File: src/rtl/stack_pkg.sv
// Shared definitions for the operand stack.
//   STACK_WIDTH / STACK_DEPTH : default word width and entry count, shared with
//                               the CPU top and the bench.
//   stack_op_t                : decoded {push, pop} strobe pair.
//   decode_op()               : maps the raw strobes onto stack_op_t.
package stack_pkg;

  localparam int unsigned STACK_WIDTH = 8;
  localparam int unsigned STACK_DEPTH = 16;

  // Encoding is exactly {push, pop}, so decoding is a plain cast.
  typedef enum logic [1:0] {
    OP_NOP     = 2'b00,
    OP_POP     = 2'b01,
    OP_PUSH    = 2'b10,
    OP_REPLACE = 2'b11
  } stack_op_t;

  function automatic stack_op_t decode_op(logic push, logic pop);
    return stack_op_t'({push, pop});
  endfunction

endpackage

File: src/rtl/stack_unit_if.sv
// Controller <-> operand stack connection.
//   master : controller side (drives push/pop/din/clr_err, reads status).
//   slave  : stack side (reads strobes, drives dout/status/errors).
// Optional: STACK_PEEK_EN adds the next-on-stack word 'nos'.
interface stack_unit_if
  import stack_pkg::*;
#(
  parameter int unsigned WIDTH = STACK_WIDTH,
  parameter int unsigned DEPTH = STACK_DEPTH
);
  localparam int unsigned CNTW = $clog2(DEPTH + 1);

  logic             push;
  logic             pop;
  logic [WIDTH-1:0] din;
  logic             clr_err;
  logic [WIDTH-1:0] dout;
  logic             empty;
  logic             full;
  logic [CNTW-1:0]  count;
  logic             overflow_err;
  logic             underflow_err;
`ifdef STACK_PEEK_EN
  logic [WIDTH-1:0] nos;
`endif

  modport master (
    output push, pop, din, clr_err,
`ifdef STACK_PEEK_EN
    input  nos,
`endif
    input  dout, empty, full, count, overflow_err, underflow_err
  );

  modport slave (
    input  push, pop, din, clr_err,
`ifdef STACK_PEEK_EN
    output nos,
`endif
    output dout, empty, full, count, overflow_err, underflow_err
  );

endinterface

File: src/rtl/stack_ram.sv
// DEPTH x WIDTH register file for the operand stack. No reset on contents.
//   clk_i                  : write clock
//   we_i/waddr_i/wdata_i   : synchronous write port
//   raddr_a_i/rdata_a_o    : combinational read port A
//   raddr_b_i/rdata_b_o    : combinational read port B
module stack_ram #(
  parameter int unsigned WIDTH = 8,
  parameter int unsigned DEPTH = 16,
  localparam int unsigned AW   = $clog2(DEPTH)
) (
  input  logic             clk_i,
  input  logic             we_i,
  input  logic [AW-1:0]    waddr_i,
  input  logic [WIDTH-1:0] wdata_i,
  input  logic [AW-1:0]    raddr_a_i,
  output logic [WIDTH-1:0] rdata_a_o,
  input  logic [AW-1:0]    raddr_b_i,
  output logic [WIDTH-1:0] rdata_b_o
);

  logic [WIDTH-1:0] mem_q [DEPTH];

  always_ff @(posedge clk_i) begin
    if (we_i) begin
      mem_q[waddr_i] <= wdata_i;
    end
  end

  assign rdata_a_o = mem_q[raddr_a_i];
  assign rdata_b_o = mem_q[raddr_b_i];

endmodule

File: src/rtl/stack_unit.sv
// Operand stack for the stack CPU: LIFO of WIDTH-bit words with a registered
// top-of-stack, full/empty/count status and sticky overflow/underflow flags.
//   clk    : system clock, rising edge
//   rst    : asynchronous active-low reset
//   bus_io : stack_unit_if slave (push/pop/din/clr_err in; dout/empty/full/
//            count/overflow_err/underflow_err out)
// Optional: STACK_PEEK_EN adds a registered next-on-stack output (bus_io.nos).
module stack_unit
  import stack_pkg::*;
#(
  parameter int unsigned WIDTH = STACK_WIDTH,
  parameter int unsigned DEPTH = STACK_DEPTH
) (
  input  logic         clk,
  input  logic         rst,
  stack_unit_if.slave  bus_io
);

  localparam int unsigned CNTW = $clog2(DEPTH + 1);
  localparam int unsigned AW   = $clog2(DEPTH);
  localparam logic [CNTW-1:0] SpFull = CNTW'(DEPTH);
  localparam logic [CNTW-1:0] SpOne  = CNTW'(1);

  logic [CNTW-1:0]  sp_q, sp_d;
  logic [WIDTH-1:0] dout_q, dout_d;
  logic             ovf_q, ovf_d;
  logic             unf_q, unf_d;
`ifdef STACK_PEEK_EN
  logic [WIDTH-1:0] nos_q, nos_d;
`endif

  stack_op_t        op;
  logic             is_empty, is_full, do_push;
  logic             ram_we;
  logic [AW-1:0]    ram_waddr;
  logic [WIDTH-1:0] rd_a, rd_b;

  assign is_empty = (sp_q == '0);
  assign is_full  = (sp_q == SpFull);

  // Reads are addressed for the post-pop stack: A is the new top (sp-2) and
  // B the entry below it (sp-3), so a pop can reload dout/nos in one edge.
  stack_ram #(
    .WIDTH (WIDTH),
    .DEPTH (DEPTH)
  ) u_ram (
    .clk_i     (clk),
    .we_i      (ram_we),
    .waddr_i   (ram_waddr),
    .wdata_i   (bus_io.din),
    .raddr_a_i (AW'(sp_q - CNTW'(2))),
    .rdata_a_o (rd_a),
    .raddr_b_i (AW'(sp_q - CNTW'(3))),
    .rdata_b_o (rd_b)
  );

  always_comb begin
    op        = decode_op(bus_io.push, bus_io.pop);
    sp_d      = sp_q;
    dout_d    = dout_q;
    ovf_d     = bus_io.clr_err ? 1'b0 : ovf_q;
    unf_d     = bus_io.clr_err ? 1'b0 : unf_q;
    do_push   = 1'b0;
    ram_we    = 1'b0;
    ram_waddr = AW'(sp_q);
`ifdef STACK_PEEK_EN
    nos_d     = nos_q;
`endif

    unique case (op)
      OP_NOP: ;
      OP_PUSH: begin
        if (is_full) ovf_d = 1'b1;
        else         do_push = 1'b1;
      end
      OP_POP: begin
        if (is_empty) begin
          unf_d = 1'b1;
        end else if (sp_q == SpOne) begin
          sp_d   = '0;
          dout_d = '0;
`ifdef STACK_PEEK_EN
          nos_d  = '0;
`endif
        end else begin
          sp_d   = sp_q - SpOne;
          dout_d = rd_a;
`ifdef STACK_PEEK_EN
          nos_d  = (sp_q > CNTW'(2)) ? rd_b : '0;
`endif
        end
      end
      OP_REPLACE: begin
        // Overwrite the top in place; on an empty stack this is a push.
        if (is_empty) begin
          do_push = 1'b1;
        end else begin
          ram_we    = 1'b1;
          ram_waddr = AW'(sp_q - SpOne);
          dout_d    = bus_io.din;
        end
      end
    endcase

    if (do_push) begin
      ram_we    = 1'b1;
      ram_waddr = AW'(sp_q);
      sp_d      = sp_q + SpOne;
      dout_d    = bus_io.din;
`ifdef STACK_PEEK_EN
      nos_d     = dout_q;  // old top (0 when empty) slides down
`endif
    end
  end

  always_ff @(posedge clk or negedge rst) begin
    if (!rst) begin
      sp_q   <= '0;
      dout_q <= '0;
      ovf_q  <= 1'b0;
      unf_q  <= 1'b0;
`ifdef STACK_PEEK_EN
      nos_q  <= '0;
`endif
    end else begin
      sp_q   <= sp_d;
      dout_q <= dout_d;
      ovf_q  <= ovf_d;
      unf_q  <= unf_d;
`ifdef STACK_PEEK_EN
      nos_q  <= nos_d;
`endif
    end
  end

`ifndef STACK_PEEK_EN
  logic unused_rd_b;
  assign unused_rd_b = ^rd_b;
`endif

  assign bus_io.dout          = dout_q;
  assign bus_io.empty         = is_empty;
  assign bus_io.full          = is_full;
  assign bus_io.count         = sp_q;
  assign bus_io.overflow_err  = ovf_q;
  assign bus_io.underflow_err = unf_q;
`ifdef STACK_PEEK_EN
  assign bus_io.nos           = nos_q;
`endif

endmodule
File: src/flat_wrapper.sv
// flat-port wrapper written by rule: the top's interface ports become plain ports
module stack_unit_flat import stack_pkg::*;
#(
  parameter int unsigned WIDTH = STACK_WIDTH,
  parameter int unsigned DEPTH = STACK_DEPTH
)
  (clk, rst, bus_io_push, bus_io_pop, bus_io_din, bus_io_clr_err, bus_io_dout, bus_io_empty, bus_io_full, bus_io_count, bus_io_overflow_err, bus_io_underflow_err);
  stack_unit_if #(.WIDTH(WIDTH), .DEPTH(DEPTH)) bus_io_i ();
  input  logic clk;
  input  logic rst;
  input wire logic [$bits(bus_io_i.push)-1:0] bus_io_push;
  input wire logic [$bits(bus_io_i.pop)-1:0] bus_io_pop;
  input wire logic [$bits(bus_io_i.din)-1:0] bus_io_din;
  input wire logic [$bits(bus_io_i.clr_err)-1:0] bus_io_clr_err;
  output wire logic [$bits(bus_io_i.dout)-1:0] bus_io_dout;
  output wire logic [$bits(bus_io_i.empty)-1:0] bus_io_empty;
  output wire logic [$bits(bus_io_i.full)-1:0] bus_io_full;
  output wire logic [$bits(bus_io_i.count)-1:0] bus_io_count;
  output wire logic [$bits(bus_io_i.overflow_err)-1:0] bus_io_overflow_err;
  output wire logic [$bits(bus_io_i.underflow_err)-1:0] bus_io_underflow_err;
  assign bus_io_i.push = bus_io_push;
  assign bus_io_i.pop = bus_io_pop;
  assign bus_io_i.din = bus_io_din;
  assign bus_io_i.clr_err = bus_io_clr_err;
  assign bus_io_dout = bus_io_i.dout;
  assign bus_io_empty = bus_io_i.empty;
  assign bus_io_full = bus_io_i.full;
  assign bus_io_count = bus_io_i.count;
  assign bus_io_overflow_err = bus_io_i.overflow_err;
  assign bus_io_underflow_err = bus_io_i.underflow_err;
  stack_unit #(.WIDTH(WIDTH), .DEPTH(DEPTH)) u_core (.clk(clk), .rst(rst), .bus_io(bus_io_i));
endmodule
File: config.mk
export PLATFORM = sky130hd
export DESIGN_NAME = stack_unit_flat
export DESIGN_NICKNAME = d
export VERILOG_FILES = /design/src/rtl/stack_pkg.sv /design/src/rtl/stack_unit_if.sv /design/src/rtl/stack_ram.sv /design/src/rtl/stack_unit.sv /design/src/flat_wrapper.sv
export SDC_FILE = /design/constraint.sdc
export NUM_CORES = 1
export LEC_CHECK = 0
export CELL_PAD_IN_SITES_DETAIL_PLACEMENT = 0
export CELL_PAD_IN_SITES_GLOBAL_PLACEMENT = 1
export CORE_ASPECT_RATIO = 1.1
export CORE_UTILIZATION = 35
export DETAILED_ROUTE_END_ITERATION = 10
export HOLD_SLACK_MARGIN = 0.03
export PLACE_DENSITY_LB_ADDON = 0.1
export SLEW_MARGIN = 20
export SYNTH_ARGS = -nofsm -noshare
export SYNTH_HDL_FRONTEND = slang
export SYNTH_SLANG_ARGS = --single-unit
File: constraint.sdc
create_clock -name clk -period 5 [get_ports clk]
set_input_delay 1.5 -clock clk [delete_from_list [all_inputs] [get_ports clk]]
set_output_delay 1.5 -clock clk [all_outputs]
set_load 0.1 [all_outputs]
==> report_table.html, run 1 <==
<table>
<tr><th>Metric</th><th>Value</th></tr>
<tr><th colspan="2">STA</th></tr>
<tr><td>Portion of the clock cycle consumed by the worst path in the final layout</td><td>82.4%</td></tr>
<tr><td>Worst-case hold slack</td><td>0.502 ns</td></tr>
<tr><td>Worst setup slack after layout</td><td>0.882 ns</td></tr>
<tr><td>Count of endpoints failing setup in the final report</td><td>0</td></tr>
<tr><td>Highest Clock Rate</td><td>0.243 GHz</td></tr>
<tr><td>Worst relative slew slack</td><td>31.7%</td></tr>
<tr><td>Slew at the pin with the worst max-slew slack</td><td>1.02 ns</td></tr>
<tr><td>Clock Skews</td><td>0.0110 ns</td></tr>
<tr><td>Fin. Hold Viols</td><td>0</td></tr>
<tr><td>Final slew viol count</td><td>0</td></tr>
<tr><td>Final setup TNS</td><td>0 ns</td></tr>
<tr><td>Post-route minimum period</td><td>4.12 ns</td></tr>
<tr><td>Unrepaired setup endpoints after global routing</td><td>no</td></tr>
<tr><th colspan="2">Logic synthesis</th></tr>
<tr><td>Total nets after synthesis</td><td>383</td></tr>
<tr><td>Library cells used by synthesis</td><td>42</td></tr>
<tr><td>FFs w/ async S/R, synth</td><td>10.5%</td></tr>
<tr><td>Number of synthesized flops with an enable pin</td><td>128</td></tr>
<tr><td>Count of synthesis-stage warnings from yosys</td><td>0</td></tr>
<tr><td>Synthesized area</td><td>0.00598 sq mm</td></tr>
<tr><td>Cell type contributing the most total cell area after synthesis</td><td>sky130_fd_sc_hd__edfxtp_1</td></tr>
<tr><td>Synth area leaders</td><td>sky130_fd_sc_hd__edfxtp_1 (64%), sky130_fd_sc_hd__mux4_2 (12%), sky130_fd_sc_hd__dfrtp_1 (6.3%), sky130_fd_sc_hd__nand2_1 (3.3%), sky130_fd_sc_hd__a21oi_1 (1.5%)</td></tr>
<tr><td>Main synth FF type</td><td>sky130_fd_sc_hd__edfxtp_1</td></tr>
<tr><td>Post-synthesis sequential element count</td><td>143</td></tr>
<tr><td>Part of the Yosys area used for sequential elements</td><td>70.6%</td></tr>
<tr><td>Cells after synthesis</td><td>363</td></tr>
<tr><td>Area share of the largest cell type after synthesis</td><td>64.3%</td></tr>
<tr><td>Mapped Avg Cell Area</td><td>16.5 sq um</td></tr>
<tr><th colspan="2">Final layout</th></tr>
<tr><td>Filler instances</td><td>1,490</td></tr>
<tr><td>Number of antenna repair diodes</td><td>0</td></tr>
<tr><td>Most common cell after layout, fill and taps aside</td><td>sky130_fd_sc_hd__edfxtp_1</td></tr>
<tr><td>Net total in the final layout</td><td>419</td></tr>
<tr><td>Layout cell share with drive strength beyond 1</td><td>17.8%</td></tr>
<tr><td>Final cell count without fillers</td><td>615</td></tr>
<tr><td>Layout Area Growth over Synthesis</td><td>18.9%</td></tr>
<tr><td>Commonest cells after routing, fill and taps aside</td><td>sky130_fd_sc_hd__edfxtp_1 (128), sky130_fd_sc_hd__nand2_1 (52), sky130_fd_sc_hd__mux4_2 (32)</td></tr>
<tr><th colspan="2">Place</th></tr>
<tr><td>GPL Wtd Cong</td><td>0.751</td></tr>
<tr><td>Setup WS pre-CTS</td><td>0.781 ns</td></tr>
<tr><td>HPWL after detailed placement</td><td>9480 um</td></tr>
<tr><td>Number of placed instances with taps included</td><td>584</td></tr>
<tr><td># port buffers</td><td>29</td></tr>
<tr><th colspan="2">GRT</th></tr>
<tr><td>Overall overflow remaining after global route</td><td>0</td></tr>
<tr><td>Wire length of the first global-routing pass</td><td>21,900 um</td></tr>
<tr><td>Number of antenna violations at the first check in global routing</td><td>0</td></tr>
<tr><td>Largest net degree at the start of global routing</td><td>38</td></tr>
<tr><td>Overall fraction of global-route tracks in use</td><td>17.7%</td></tr>
<tr><td>Vias in the first global route</td><td>3,481</td></tr>
<tr><th colspan="2">Die</th></tr>
<tr><td>Die area</td><td>0.0176 sq mm</td></tr>
<tr><td>Die width</td><td>127 um</td></tr>
<tr><td>Initial core utilization</td><td>36.1%</td></tr>
<tr><td>Vertical extent of the die</td><td>139 um</td></tr>
<tr><td>Total I/O pin count</td><td>30</td></tr>
<tr><td>Core area</td><td>0.0166 sq mm</td></tr>
<tr><td>Rows</td><td>49</td></tr>
<tr><th colspan="2">Power and ir drop</th></tr>
<tr><td>Largest vdd supply drop</td><td>0.296 mV</td></tr>
<tr><td>Power Density</td><td>661 mW/mm^2</td></tr>
<tr><td>Static leakage</td><td>2.38 nW</td></tr>
<tr><th colspan="2">Critical path</th></tr>
<tr><td>Class of the most critical setup path</td><td>flop to output pin</td></tr>
<tr><td>Setup slack of the worst register-to-register path</td><td>1.60 ns</td></tr>
<tr><td>Data arrival, critical path</td><td>2.62 ns</td></tr>
<tr><td>Kind of start point of the critical path</td><td>flop</td></tr>
<tr><td>Crit. End Element</td><td>output pin</td></tr>
<tr><td>Kind of cell with the highest combined delay on the critical path</td><td>buffers and inverters</td></tr>
<tr><td>Worst Path Max Fanout</td><td>37</td></tr>
<tr><td>Capture point of the worst path</td><td>bus_io_count[1]</td></tr>
<tr><td>Critical path required time</td><td>3.50 ns</td></tr>
<tr><td>Count of cell instances traversed by the critical path</td><td>2</td></tr>
<tr><td>Startpoint of the worst register-to-register path</td><td>u_core.bus_io.count[2]$_DFFE_PN0P_</td></tr>
<tr><td>Worst path bufs/invs</td><td>2</td></tr>
<tr><td>Worst-path cell chain</td><td>buf_4 -&gt; clkdlybuf4s50_1</td></tr>
<tr><td>Worst Setup SP</td><td>u_core.bus_io.count[1]$_DFFE_PN0P_</td></tr>
<tr><td>Worst reg2reg path depth</td><td>7</td></tr>
<tr><td>Library cell contributing the largest single delay on the critical path</td><td>sky130_fd_sc_hd__clkdlybuf4s50_1</td></tr>
<tr><td>FF-to-FF End</td><td>u_core.u_ram.mem_q[14][1]$_DFFE_PP_</td></tr>
<tr><td>Max stage delay on crit path</td><td>1.26 ns</td></tr>
<tr><th colspan="2">Drt</th></tr>
<tr><td>Antenna viol nets, final</td><td>0</td></tr>
<tr><td>Via density</td><td>5.43</td></tr>
<tr><td>Average wire per standard cell</td><td>23.3 um</td></tr>
<tr><td>DRT Pass-1 Iters</td><td>4</td></tr>
<tr><td>Post-detailed-route DRC marker count</td><td>0</td></tr>
<tr><td>Wirelength, routed</td><td>14,300 um</td></tr>
<tr><td>Number of vias in the routed layout</td><td>3,338</td></tr>
<tr><td>Starting DRT DRC Count</td><td>195</td></tr>
<tr><th colspan="2">Clock network</th></tr>
<tr><td>Clock latency of the later-clocked register in the worst-skew pair</td><td>0.42 ns</td></tr>
<tr><td>Level count of the clock H-tree</td><td>4</td></tr>
<tr><td>Total setup buffers inserted after CTS</td><td>0</td></tr>
<tr><td>TritonCTS Buffers</td><td>17</td></tr>
<tr><td>Clock slew at the register clock pins of the worst setup and hold paths</td><td>0.06 ns</td></tr>
<tr><td>Resized cells post-CTS</td><td>0</td></tr>
<tr><td>Sink Count</td><td>143</td></tr>
<tr><td>Clock tree from TritonCTS</td><td>yes</td></tr>
<tr><td>Cell at the root of the clock tree</td><td>sky130_fd_sc_hd__clkbuf_16</td></tr>
<tr><td>Hold buffer count at cts</td><td>0</td></tr>
<tr><td>Clk buf depth</td><td>2</td></tr>
<tr><th colspan="2">Worst hold path</th></tr>
<tr><td>Hold_sp</td><td>u_core.bus_io.dout[4]$_DFFE_PN0P_</td></tr>
<tr><td>Worst hold path type</td><td>flop to flop</td></tr>
<tr><td>Cell depth of the worst min-delay path</td><td>1</td></tr>
<tr><th colspan="2">Outcome</th></tr>
<tr><td>Outcome</td><td>completed</td></tr>
<tr><th colspan="2">Run</th></tr>
<tr><td>Reported max-cap violation count</td><td>0</td></tr>
</table>
power by group:
| part | switching (mW) | internal [mW] | total, mW | leakage [nW] |
|---|---|---|---|---|
| logic | 1.19 | 0.644 | 1.84 | 0.765 |
| clock network | 0.463 | 0.823 | 1.29 | 0.280 |
| registers | 0.0947 | 1.48 | 1.57 | 1.34 |
routing by layer:
| metal | wire (um) | track usage [%] | vias to the layer above |
|---|---|---|---|
| li1 | - | - | 1494 |
| met1 | 6400 | 23.5 | 1732 |
| met2 | 7090 | 28.3 | 97 |
| met3 | 645 | 4.48 | 15 |
| met4 | 195 | 5.96 | 0 |
| met5 | 0 | 0 | - |
cell type report:
cell class	instances	area (sq um)	share of cell area, %
flip-flops and latches	143	4220	59.4
multi-input cells	195	1660	23.4
clock buffers	18	429	6.04
repair buffers	35	343	4.82
well taps	204	255	3.59
clock inverters	13	171	2.41
inverters	7	26.3	0.370
worst min-delay path by stage:
stage	slack (ns)	end
after global placement	0.49	u_core.bus_io.dout[4]$_DFFE_PN0P_
after CTS	0.51	u_core.bus_io.dout[4]$_DFFE_PN0P_
after global routing	0.52	u_core.bus_io.dout[4]$_DFFE_PN0P_
final	0.50	u_core.bus_io.dout[4]$_DFFE_PN0P_
after floorplan	0.82	u_core.bus_io.dout[0]$_DFFE_PN0P_
after detailed placement	0.49	u_core.bus_io.dout[4]$_DFFE_PN0P_
Yosys cell counts, types with 3 or more instances:
cell,instances
sky130_fd_sc_hd__edfxtp_1,128
sky130_fd_sc_hd__nand2_1,52
sky130_fd_sc_hd__mux4_2,32
sky130_fd_sc_hd__nor2_1,24
sky130_fd_sc_hd__a21oi_1,18
sky130_fd_sc_hd__dfrtp_1,15
sky130_fd_sc_hd__clkbuf_1,9
sky130_fd_sc_hd__ha_1,7
sky130_fd_sc_hd__inv_1,7
sky130_fd_sc_hd__nor3_1,7
sky130_fd_sc_hd__o32a_1,7
sky130_fd_sc_hd__buf_2,6
sky130_fd_sc_hd__nand3_1,5
sky130_fd_sc_hd__o21ai_0,4
sky130_fd_sc_hd__a22o_1,3
sky130_fd_sc_hd__o21a_1,3
worst reg2reg max path: stages, from the launching register on:
cell and delay, ns:
sky130_fd_sc_hd__dfrtp_1 0.67, sky130_fd_sc_hd__inv_1 0.27, sky130_fd_sc_hd__ha_1 0.24, sky130_fd_sc_hd__a21boi_0 0.33
sky130_fd_sc_hd__xor2_1 0.39, sky130_fd_sc_hd__nand3_1 0.16, sky130_fd_sc_hd__a22o_1 0.31, sky130_fd_sc_hd__nor2_1 0.66
flip-flops by register name, summed over array words and instances, names as in the netlist:
signal                       count
u_core.bus_io.underflow_err      1
u_core.bus_io.dout               8
u_core.u_ram.mem_q             128
u_core.bus_io.overflow_err       1
u_core.bus_io.count              5
logic make-up after synthesis:
group	share of synthesized area, %
buf+inv	1.82
compound gates	5.88
simple gates	7.54
mux	12.2
xor+xnor	0.440
flops	70.6
fa+ha+maj	1.47
per-stage QoR:
stage	power [mW]	util [%]	instance area, sq um
after global routing	4.91	42.9	7110
after floorplan	2.93	-	5990
after detailed placement	3.47	39.3	6510
final	4.70	42.9	7110
after global placement	3.46	39.3	6510
after CTS	4.76	42.9	7110
Note: power is estimated with default switching activity, not from simulation.
==> run 2, diff against run 1 <==
==> constraint.sdc (replaced) <==
create_clock -name clk -period 3.45 [get_ports clk]
set_input_delay 1.035 -clock clk [delete_from_list [all_inputs] [get_ports clk]]
set_output_delay 1.035 -clock clk [all_outputs]
set_load 0.1 [all_outputs]
==> run 2 against run 1 <==
  * Final area up 3.7%
  * Global-route usage increased by 0.16 points
  * Non-clock buffer count increased by 15
  * Clock power grew 61%
  * Sequential power grew 43%
  * Sequential cell count unchanged
  * Wire length increased by 1.4%
  * Critical path type unchanged
==> report_table.html, run 2 (same netlist as run 1, synthesis figures left out) <==
<table>
<tr><th>Metric</th><th>Value</th></tr>
<tr><th colspan="2">Outcome</th></tr>
<tr><td>Outcome</td><td>completed (unchanged)</td></tr>
<tr><th colspan="2">Die</th></tr>
<tr><td>Vertical extent of the die</td><td>139 um (unchanged)</td></tr>
<tr><td>Die area</td><td>0.0176 sq mm (unchanged)</td></tr>
<tr><td>Core area</td><td>0.0166 sq mm (unchanged)</td></tr>
<tr><td>Rows</td><td>49 (unchanged)</td></tr>
<tr><td>Total I/O pin count</td><td>30 (unchanged)</td></tr>
<tr><td>Die width</td><td>127 um (unchanged)</td></tr>
<tr><td>Initial core utilization</td><td>36.1% (unchanged)</td></tr>
<tr><th colspan="2">STA</th></tr>
<tr><td>Worst relative slew slack</td><td>45.2% (was 31.7%)</td></tr>
<tr><td>Post-route minimum period</td><td>3.30 ns</td></tr>
<tr><td>Fin. Hold Viols</td><td>0 (unchanged)</td></tr>
<tr><td>Portion of the clock cycle consumed by the worst path in the final layout</td><td>95.6%</td></tr>
<tr><td>Count of endpoints failing setup in the final report</td><td>0 (unchanged)</td></tr>
<tr><td>Final setup TNS</td><td>0 ns (unchanged)</td></tr>
<tr><td>Clock Skews</td><td>0.0114 ns (was 0.0110 ns)</td></tr>
<tr><td>Highest Clock Rate</td><td>0.303 GHz</td></tr>
<tr><td>Unrepaired setup endpoints after global routing</td><td>no (unchanged)</td></tr>
<tr><td>Final slew viol count</td><td>0 (unchanged)</td></tr>
<tr><td>Slew at the pin with the worst max-slew slack</td><td>0.820 ns (was 1.02 ns)</td></tr>
<tr><td>Worst-case hold slack</td><td>0.537 ns (was 0.502 ns)</td></tr>
<tr><th colspan="2">GRT</th></tr>
<tr><td>Wire length of the first global-routing pass</td><td>22,200 um (was 21,900 um)</td></tr>
<tr><td>Overall overflow remaining after global route</td><td>0 (unchanged)</td></tr>
<tr><td>Number of antenna violations at the first check in global routing</td><td>0 (unchanged)</td></tr>
<tr><td>Vias in the first global route</td><td>3,525 (was 3,481)</td></tr>
<tr><td>Overall fraction of global-route tracks in use</td><td>17.9% (was 17.7%)</td></tr>
<tr><td>Largest net degree at the start of global routing</td><td>38 (unchanged)</td></tr>
<tr><th colspan="2">Final layout</th></tr>
<tr><td>Commonest cells after routing, fill and taps aside</td><td>sky130_fd_sc_hd__edfxtp_1 (128), sky130_fd_sc_hd__nand2_1 (52), sky130_fd_sc_hd__buf_4 (36) (was sky130_fd_sc_hd__edfxtp_1 (128), sky130_fd_sc_hd__nand2_1 (52), sky130_fd_sc_hd__mux4_2 (32))</td></tr>
<tr><td>Final cell count without fillers</td><td>631 (was 615)</td></tr>
<tr><td>Layout cell share with drive strength beyond 1</td><td>30.0% (was 17.8%)</td></tr>
<tr><td>Net total in the final layout</td><td>434 (was 419)</td></tr>
<tr><td>Filler instances</td><td>1,460 (was 1,490)</td></tr>
<tr><td>Final core utilization</td><td>44.5% (was 42.9%)</td></tr>
<tr><td>Post-route cell area</td><td>0.00737 sq mm (was 0.00711 sq mm)</td></tr>
<tr><td>Max FFs per register</td><td>128 (unchanged)</td></tr>
<tr><td>Reg with most FFs</td><td>u_core.u_ram.mem_q (unchanged)</td></tr>
<tr><td>Most common cell after layout, fill and taps aside</td><td>sky130_fd_sc_hd__edfxtp_1 (unchanged)</td></tr>
<tr><td>Number of antenna repair diodes</td><td>0 (unchanged)</td></tr>
<tr><td>Layout Area Growth over Synthesis</td><td>23.3% (was 18.9%)</td></tr>
<tr><th colspan="2">Clock network</th></tr>
<tr><td>Clock slew at the register clock pins of the worst setup and hold paths</td><td>0.07 ns (was 0.06 ns)</td></tr>
<tr><td>Clock tree from TritonCTS</td><td>yes (unchanged)</td></tr>
<tr><td>Level count of the clock H-tree</td><td>4 (unchanged)</td></tr>
<tr><td>TritonCTS Buffers</td><td>17 (unchanged)</td></tr>
<tr><td>Clk buf depth</td><td>2 (unchanged)</td></tr>
<tr><td>Clock latency of the later-clocked register in the worst-skew pair</td><td>0.41 ns (was 0.42 ns)</td></tr>
<tr><td>Resized cells post-CTS</td><td>0 (unchanged)</td></tr>
<tr><td>Total setup buffers inserted after CTS</td><td>0 (unchanged)</td></tr>
<tr><td>Cell at the root of the clock tree</td><td>sky130_fd_sc_hd__clkbuf_16 (unchanged)</td></tr>
<tr><td>Hold buffer count at cts</td><td>0 (unchanged)</td></tr>
<tr><td>Sink Count</td><td>143 (unchanged)</td></tr>
<tr><th colspan="2">Critical path</th></tr>
<tr><td>Critical path required time</td><td>2.41 ns (was 3.50 ns)</td></tr>
<tr><td>FF-to-FF End</td><td>u_core.u_ram.mem_q[3][1]$_DFFE_PP_ (was u_core.u_ram.mem_q[14][1]$_DFFE_PP_)</td></tr>
<tr><td>Class of the most critical setup path</td><td>flop to output pin (unchanged)</td></tr>
<tr><td>Kind of start point of the critical path</td><td>flop (unchanged)</td></tr>
<tr><td>Setup slack of the worst register-to-register path</td><td>0.43 ns (was 1.60 ns)</td></tr>
<tr><td>Startpoint of the worst register-to-register path</td><td>u_core.bus_io.count[1]$_DFFE_PN0P_ (was u_core.bus_io.count[2]$_DFFE_PN0P_)</td></tr>
<tr><td>Worst Path Max Fanout</td><td>8 (was 37)</td></tr>
<tr><td>Data arrival, critical path</td><td>2.26 ns (was 2.62 ns)</td></tr>
<tr><td>Crit. End Element</td><td>output pin (unchanged)</td></tr>
<tr><td>Worst reg2reg path depth</td><td>8 (was 7)</td></tr>
<tr><th colspan="2">Run</th></tr>
<tr><td>Reported max-cap violation count</td><td>0 (unchanged)</td></tr>
<tr><th colspan="2">Drt</th></tr>
<tr><td>Post-detailed-route DRC marker count</td><td>0 (unchanged)</td></tr>
<tr><td>Number of vias in the routed layout</td><td>3,372 (was 3,338)</td></tr>
<tr><td>Antenna viol nets, final</td><td>0 (unchanged)</td></tr>
<tr><td>Wirelength, routed</td><td>14,500 um (was 14,300 um)</td></tr>
<tr><td>Average wire per standard cell</td><td>23.0 um (was 23.3 um)</td></tr>
<tr><td>Starting DRT DRC Count</td><td>288 (was 195)</td></tr>
<tr><td>DRT Pass-1 Iters</td><td>4 (unchanged)</td></tr>
<tr><td>Via density</td><td>5.34 (was 5.43)</td></tr>
<tr><th colspan="2">Place</th></tr>
<tr><td>HPWL after detailed placement</td><td>9680 um (was 9480 um)</td></tr>
<tr><td>GPL Wtd Cong</td><td>0.746 (was 0.751)</td></tr>
<tr><td>Number of placed instances with taps included</td><td>599 (was 584)</td></tr>
<tr><td># port buffers</td><td>29 (unchanged)</td></tr>
<tr><td>Post-Place Cell Area</td><td>0.00670 sq mm (was 0.00651 sq mm)</td></tr>
<tr><th colspan="2">Worst hold path</th></tr>
<tr><td>Cell depth of the worst min-delay path</td><td>1 (unchanged)</td></tr>
<tr><td>Hold_sp</td><td>u_core.bus_io.dout[4]$_DFFE_PN0P_ (unchanged)</td></tr>
<tr><td>Worst hold path type</td><td>flop to flop (unchanged)</td></tr>
<tr><td>Worst Hold Endpoint</td><td>u_core.bus_io.dout[4]$_DFFE_PN0P_ (unchanged)</td></tr>
<tr><th colspan="2">Power and ir drop</th></tr>
<tr><td>Static leakage</td><td>2.50 nW (was 2.38 nW)</td></tr>
<tr><td>Largest vdd supply drop</td><td>0.500 mV (was 0.296 mV)</td></tr>
<tr><td>Power Density</td><td>968 mW/mm^2 (was 661 mW/mm^2)</td></tr>
</table>
[run 2: changes by cell type in the layout (fill, tap and decap cells not counted), moves of 3 or more]
cell,previous run,this run
sky130_fd_sc_hd__nor2_1,24,7
sky130_fd_sc_hd__clkinv_1,3,0
sky130_fd_sc_hd__clkdlybuf4s50_1,27,12
sky130_fd_sc_hd__nor2_2,0,8
sky130_fd_sc_hd__buf_4,7,36
sky130_fd_sc_hd__nor2_4,0,9
[run 2: worst max path at each step]
stage,startpoint,endpoint,slack [ns],depth (start not counted)
floorplan,u_core.bus_io.count[0]$_DFFE_PN0P_,bus_io_full,0.02,5
global placement,bus_io_pop,u_core.u_ram.mem_q[3][0]$_DFFE_PP_,0.16,6
detailed placement,bus_io_pop,u_core.u_ram.mem_q[3][1]$_DFFE_PP_,0.14,6
CTS,u_core.bus_io.count[1]$_DFFE_PN0P_,bus_io_empty,0.12,5
global route,u_core.bus_io.count[1]$_DFFE_PN0P_,bus_io_empty,0.09,5
finish,u_core.bus_io.count[1]$_DFFE_PN0P_,bus_io_empty,0.15,5
[run 2: per-stage QoR]
stage | total power, mW | setup WS, ns
after floorplan | 4.36 | 0.0190
after global placement | 5.15 | 0.155
after detailed placement | 5.14 | 0.144
after CTS | 7.22 | 0.117
after global routing | 7.44 | 0.0887
final | 7.14 | 0.150
[run 2: per-layer routing]
layer | track usage [%] | vias up | routed length (um)
met5 | 0 | - | 0
met2 | 28.8 | 72 | 7100
li1 | - | 1525 | -
met3 | 3.20 | 16 | 454
met4 | 6.72 | 0 | 225
met1 | 24.1 | 1759 | 6750
[run 2: layout make-up]
cell class / count / area, sq um / area share, %
clock buffers: 19 / 433 / 5.87
multi-input cells: 195 / 1760 / 23.8
well taps: 204 / 255 / 3.46
flip-flops and latches: 143 / 4230 / 57.3
clock inverters: 13 / 235 / 3.19
repair buffers: 50 / 430 / 5.84
inverters: 7 / 32.5 / 0.441
[run 2: critical path, stage by stage, from the launching register on]
cell and delay [ns]:
sky130_fd_sc_hd__dfrtp_4 0.49, sky130_fd_sc_hd__inv_4 0.11, sky130_fd_sc_hd__ha_1 0.21, sky130_fd_sc_hd__or4b_2 0.69
sky130_fd_sc_hd__clkinvlp_4 0.17, sky130_fd_sc_hd__buf_12 0.18
[run 2: report_power, final]
group	internal (mW)	total, mW	switching, mW
clock network	1.36	2.08	0.718
logic	0.954	2.81	1.85
registers	2.14	2.25	0.104
total	4.46	7.14	2.67
